==> src/rtl/usb_rx_bit_timer_if.sv <==
// rtl/usb_rx_bit_timer_if.sv - RX bit-timer handshake bundle between unstuffer, timer and RX FSM
interface usb_rx_bit_timer_if #(
  parameter int BITS_PER_BYTE = 8
);
  localparam int CW = $clog2(BITS_PER_BYTE + 1);

  logic          rcving;
  logic          d_edge;
  logic          stuff_bit;
  logic          shift_enable;
  logic          byte_received;
  logic [CW-1:0] bit_count;

  modport master (
    output rcving, d_edge, stuff_bit,
    input  shift_enable, byte_received, bit_count
  );

  modport slave (
    input  rcving, d_edge, stuff_bit,
    output shift_enable, byte_received, bit_count
  );
endinterface

==> src/rtl/usb_rx_bit_timer.sv <==
// rtl/usb_rx_bit_timer.sv - USB RX bit clock recovery, mid-bit shift strobe and byte counting
// Optional feature: USB_RX_EDGE_RESYNC_EN re-aligns the phase on every line edge while receiving.
module usb_rx_bit_timer #(
  parameter int CLKS_PER_BIT  = 8,
  parameter int SAMPLE_PHASE  = 3,
  parameter int BITS_PER_BYTE = 8
) (
  input  logic               clk,
  input  logic               n_rst,
  usb_rx_bit_timer_if.slave  bt
);
  localparam int PW = $clog2(CLKS_PER_BIT);
  localparam int CW = $clog2(BITS_PER_BYTE + 1);
  localparam logic [PW-1:0] PH_LAST   = PW'(CLKS_PER_BIT - 1);
  localparam logic [PW-1:0] PH_SAMPLE = PW'(SAMPLE_PHASE);
  localparam logic [CW-1:0] CNT_LAST  = CW'(BITS_PER_BYTE - 1);

  typedef enum logic [1:0] {S_IDLE, S_ARM, S_RUN} state_t;

  state_t        r_state;
  state_t        w_next;
  logic [PW-1:0] r_ph;
  logic [CW-1:0] r_bit_count;
  logic          r_byte_received;
  logic          w_shift;
  logic          w_count;
  logic          w_run_resync;

  always_ff @(posedge clk or negedge n_rst) begin
    if (!n_rst) r_state <= S_IDLE;
    else        r_state <= w_next;
  end

  always_comb begin
    w_next = r_state;
    case (r_state)
      S_IDLE:  if (bt.rcving) w_next = S_ARM;
      S_ARM:   if (!bt.rcving) w_next = S_IDLE;
               else if (bt.d_edge) w_next = S_RUN;
      S_RUN:   if (!bt.rcving) w_next = S_IDLE;
      default: w_next = S_IDLE;
    endcase
  end

  always_comb begin
    w_shift         = (r_state == S_RUN) && (r_ph == PH_SAMPLE);
    bt.shift_enable = w_shift;
  end

`ifdef USB_RX_EDGE_RESYNC_EN
  assign w_run_resync = bt.d_edge;
`else
  assign w_run_resync = 1'b0;
`endif

  assign w_count = w_shift && !bt.stuff_bit;

  // Outside RUN the phase sits at 0, so the ARM->RUN transition starts aligned to the first edge.
  always_ff @(posedge clk or negedge n_rst) begin
    if (!n_rst) begin
      r_ph <= '0;
    end else if (w_next != S_RUN || r_state != S_RUN || w_run_resync) begin
      r_ph <= '0;
    end else if (r_ph == PH_LAST) begin
      r_ph <= '0;
    end else begin
      r_ph <= r_ph + 1'b1;
    end
  end

  // Leaving RUN discards the partial byte, even when the final counting shift lands that cycle.
  always_ff @(posedge clk or negedge n_rst) begin
    if (!n_rst) begin
      r_bit_count     <= '0;
      r_byte_received <= 1'b0;
    end else begin
      r_byte_received <= 1'b0;
      if (w_next != S_RUN) begin
        r_bit_count <= '0;
      end else if (w_count) begin
        if (r_bit_count == CNT_LAST) begin
          r_bit_count     <= '0;
          r_byte_received <= 1'b1;
        end else begin
          r_bit_count <= r_bit_count + 1'b1;
        end
      end
    end
  end

  assign bt.byte_received = r_byte_received;
  assign bt.bit_count     = r_bit_count;
endmodule

==> src/flat_wrapper.sv <==
// flat-port wrapper written by rule: the top's interface ports become plain ports
module usb_rx_bit_timer_flat 
#(
  parameter int CLKS_PER_BIT  = 8,
  parameter int SAMPLE_PHASE  = 3,
  parameter int BITS_PER_BYTE = 8
)
  (clk, n_rst, bt_rcving, bt_d_edge, bt_stuff_bit, bt_shift_enable, bt_byte_received, bt_bit_count);
  usb_rx_bit_timer_if #(.BITS_PER_BYTE(BITS_PER_BYTE)) bt_i ();
  input  logic clk;
  input  logic n_rst;
  input wire logic [$bits(bt_i.rcving)-1:0] bt_rcving;
  input wire logic [$bits(bt_i.d_edge)-1:0] bt_d_edge;
  input wire logic [$bits(bt_i.stuff_bit)-1:0] bt_stuff_bit;
  output wire logic [$bits(bt_i.shift_enable)-1:0] bt_shift_enable;
  output wire logic [$bits(bt_i.byte_received)-1:0] bt_byte_received;
  output wire logic [$bits(bt_i.bit_count)-1:0] bt_bit_count;
  assign bt_i.rcving = bt_rcving;
  assign bt_i.d_edge = bt_d_edge;
  assign bt_i.stuff_bit = bt_stuff_bit;
  assign bt_shift_enable = bt_i.shift_enable;
  assign bt_byte_received = bt_i.byte_received;
  assign bt_bit_count = bt_i.bit_count;
  usb_rx_bit_timer #(.CLKS_PER_BIT(CLKS_PER_BIT), .SAMPLE_PHASE(SAMPLE_PHASE), .BITS_PER_BYTE(BITS_PER_BYTE)) u_core (.clk(clk), .n_rst(n_rst), .bt(bt_i));
endmodule
==> config.mk <==
export PLATFORM = sky130hd
export DESIGN_NAME = usb_rx_bit_timer_flat
export DESIGN_NICKNAME = d
export VERILOG_FILES = /design/src/rtl/usb_rx_bit_timer_if.sv /design/src/rtl/usb_rx_bit_timer.sv /design/src/flat_wrapper.sv
export SDC_FILE = /design/constraint.sdc
export NUM_CORES = 1
export LEC_CHECK = 0
export ABC_AREA = 1
export BUFFER_PORTS_ARGS = -buffer_cell sky130_fd_sc_hd__buf_2
export CAP_MARGIN = 40
export CELL_PAD_IN_SITES_DETAIL_PLACEMENT = 1
export CELL_PAD_IN_SITES_GLOBAL_PLACEMENT = 1
export CORE_MARGIN = 2
export CORE_UTILIZATION = 37
export DETAILED_ROUTE_END_ITERATION = 8
export PLACE_DENSITY = 0.75
export SLEW_MARGIN = 20
export SYNTH_ARGS = -nofsm -noshare
export SYNTH_HDL_FRONTEND = slang
export SYNTH_SLANG_ARGS = --single-unit
export TNS_END_PERCENT = 1
==> constraint.sdc <==
create_clock -name clk -period 1.6 [get_ports clk]
set_input_delay 0.16 -clock clk [delete_from_list [all_inputs] [get_ports clk]]
set_output_delay 0.16 -clock clk [all_outputs]
set_load 0.05 [all_outputs]
==> run summary <==
Worst hold path stage count -> 4
DRT met1 WL -> 477 um
Antenna diodes -> 0
Syn_area_per_cell -> 9.000 um2
Synth Register Bits -> 10
Top cells by count, synth -> dfrtp_1 (10), nor2_1 (10), inv_1 (9), nand2_1 (7), nand3_1 (5)
Hold WC Path Type -> in -> reg
Fmax -> 660.2 MHz
Initial antenna violation count -> 0
DP Area -> 581.8 um2
Final period util -> 0.9467
Global-route usage over all layers -> 0.1540
Row count -> 13
Routed vias/inst -> 4.849
Outcome -> completed
Clock power frac -> 0.362
Reg-to-Reg Start -> u_core.r_ph[0]
Setup TNS -> 0 ns
Hold Vio Cnt, Final -> 0
Critical path type -> reg -> out
Vias in the first global route -> 393
Drt first pass iters -> 4
Post-synth EDFFs -> 0
Crit-path max FO -> 2
WL per Instance -> 11.97 um
Synthesized cell area -> 513.0 um2
Antenna-violating nets left -> 0
Net Sw Power -> 0.1043 mW
# Post-CTS Setup Buffers -> 0
First-pass GRT wire length -> 1.614 mm
Min-Delay Endpoint -> u_core.r_state[0]
Gpl congestion -> 0.6330
CP arrival -> 1.35 ns
Sequential fraction of the synthesis area -> 0.4878
Endpoint class of the critical path -> primary output
Slew Viols, Final -> 0
Synth area leader -> dfrtp_1
Syn-to-layout area delta -> 21.46%
Clock Path Buffers -> 2
Clk_skew -> 0.01156 ns
IO Pins -> 11
PD cells -> 737.5 mW/mm2
Sequential power share -> 0.571
Initial Util -> 0.3942
H-tree Lvls -> 1
RSZ-0062 raised after global routing -> no
Final nets -> 82
Worst-path clk slew -> 0.05 ns
Top_reg_cell synth -> dfrtp_1
Post-layout util -> 0.4788
# setup viols final -> 0
Routed vias -> 417
Fin area -> 623.1 um2
Die height -> 41.24 um
Combinational Power Share -> 0.067
Max-cap violations -> 0
Root buf cell -> clkbuf_4
Max layer used -> met4
Die width -> 41.24 um
Sw frac -> 0.2270
Count of buffers from port buffering -> 10
Minimum clock period -> 1.515 ns
FF-to-FF setup slack -> 0.29 ns
Synth top area cells -> dfrtp_1 (49%), ha_1 (9.8%), nor2_1 (7.3%)
DR WL met3 -> 43 um
Pin slew with the least headroom to its limit -> 0.2497 ns
Synthesized instance count -> 57
Netlist cell types -> 14
CP required -> 1.44 ns
Worst setup SP type -> flop
Yosys Warn Count -> 0
Peak VDD IR -> 430.0 uV
HPWL after DPL -> 835.1 um
Ratio of cells with drive above 1 in the final layout -> 0.2817
Overflow after GRT -> 0
Wire length on met2 -> 492 um
Synth Net Count -> 66
Largest net degree at the start of global routing -> 11
Total Wirelength -> 1.029 mm
FF-to-FF End -> u_core.bt.bit_count[3]
Reg2reg path depth -> 7
Final total power -> 0.4595 mW
Worst slew margin -> 0.8347
CTS sink cnt -> 10
Number of buffers created by CTS -> 3
DIE AREA -> 0.001700 mm2
Worst-Skew Late Latency -> 0.26 ns
Fillers -> 167
P_int -> 0.3552 mW
Top cell type's share of synthesized area -> 0.4878
Asr flop ratio synth -> 1.000
Drt first-iter violations -> 2
DRC violations left -> 0
Clock tree from TritonCTS -> yes
Core area -> 0.001301 mm2
Hold_sp -> bt_d_edge
Static leakage -> 0.3608 nW
==> area by class of cell <==
cell class              count  area (um2)  share of cell area
repair buffers             11       66.31              0.1064
multi-input cells          38       231.5              0.3715
flip-flops and latches     10       250.2              0.4016
clock buffers               3       22.52             0.03614
inverters                   9       33.78             0.05422
well taps                  15       18.77             0.03012
==> through the flow <==
stage	std cells	worst slack (ns)	hold WS [ns]
final	86	0.08530	0.1805
after global routing	86	0.01757	0.2088
after CTS	86	0.003126	0.1808
after detailed placement	82	0.2659	0.03418
after global placement	82	0.3172	0.03287
after floorplan	57	0.2063	-0.1356
==> layer usage <==
metal	global-route usage	vias to the layer above
li1	-	211
met4	0.1210	0
met5	0	-
met2	0.2344	12
met1	0.1966	192
met3	0.01630	2
==> power by group through the flow <==
stage / logic [mW] / clock network [mW] / registers [mW]
after floorplan: 0.0148 / 0 / 0.266
after CTS: 0.0321 / 0.174 / 0.263
final: 0.0309 / 0.166 / 0.262
after detailed placement: 0.0297 / 0 / 0.267
after global routing: 0.0355 / 0.177 / 0.263
after global placement: 0.0289 / 0 / 0.267
==> cell families (layout without fill, tap and decap cells) <==
| logic type | Yosys count | count (layout) | synth area share |
|---|---|---|---|
| AOI/OAI and AO/OA | 2 | 2 | 0.01951 |
| xor gates and xnor gates | 1 | 1 | 0.01708 |
| adders and majority gates | 4 | 4 | 0.09756 |
| buffers and inverters | 9 | 23 | 0.06585 |
| DFF | 10 | 10 | 0.4878 |
| and+or+nand+nor | 31 | 31 | 0.3122 |
==> worst max-delay path: stages (launching register included) <==
cell and delay, ns:
dfrtp_1 0.39, ha_2 0.20, ha_1 0.20, nand3_2 0.11, inv_1 0.06, buf_6 0.14
==> cells in the final DEF, fill, tap and decap left out, drive strengths merged <==
| cell | instances |
|---|---|
| buf | 10 |
| clkbuf | 3 |
| dfrtp | 10 |
| dlygate4sd3 | 1 |
| ha | 4 |
| inv | 9 |
| nand2 | 8 |
| nand3 | 7 |
| nand4 | 1 |
| nor2 | 13 |
| nor3 | 2 |
| o21ai | 2 |
| xor2 | 1 |
==> worst max path at each step <==
stage	start	end	slack (ns)	cells after the start
global placement	u_core.r_ph[0]	bt_shift_enable	0.32	5
global route	u_core.r_ph[0]	bt_shift_enable	0.02	5
CTS	u_core.r_ph[0]	bt_shift_enable	0.003	5
finish	u_core.r_ph[0]	bt_shift_enable	0.09	5
detailed placement	u_core.r_ph[0]	u_core.bt.bit_count[3]	0.27	7
floorplan	u_core.bt.bit_count[0]	u_core.bt.bit_count[0]	0.21	6
==> flip-flops by register name, summed over array words and instances (netlist names) <==
register / flops
u_core.r_state: 2
u_core.bt.byte_received: 1
u_core.bt.bit_count: 4
u_core.r_ph: 3
==> timing repair <==
item	in CTS	in global routing
resized for setup	1	2
endpoints found under the hold margin	10	0
endpoints found under the setup margin	1	1
hold buffers	1	0
No activity file was read; power rests on OpenSTA's default activity.
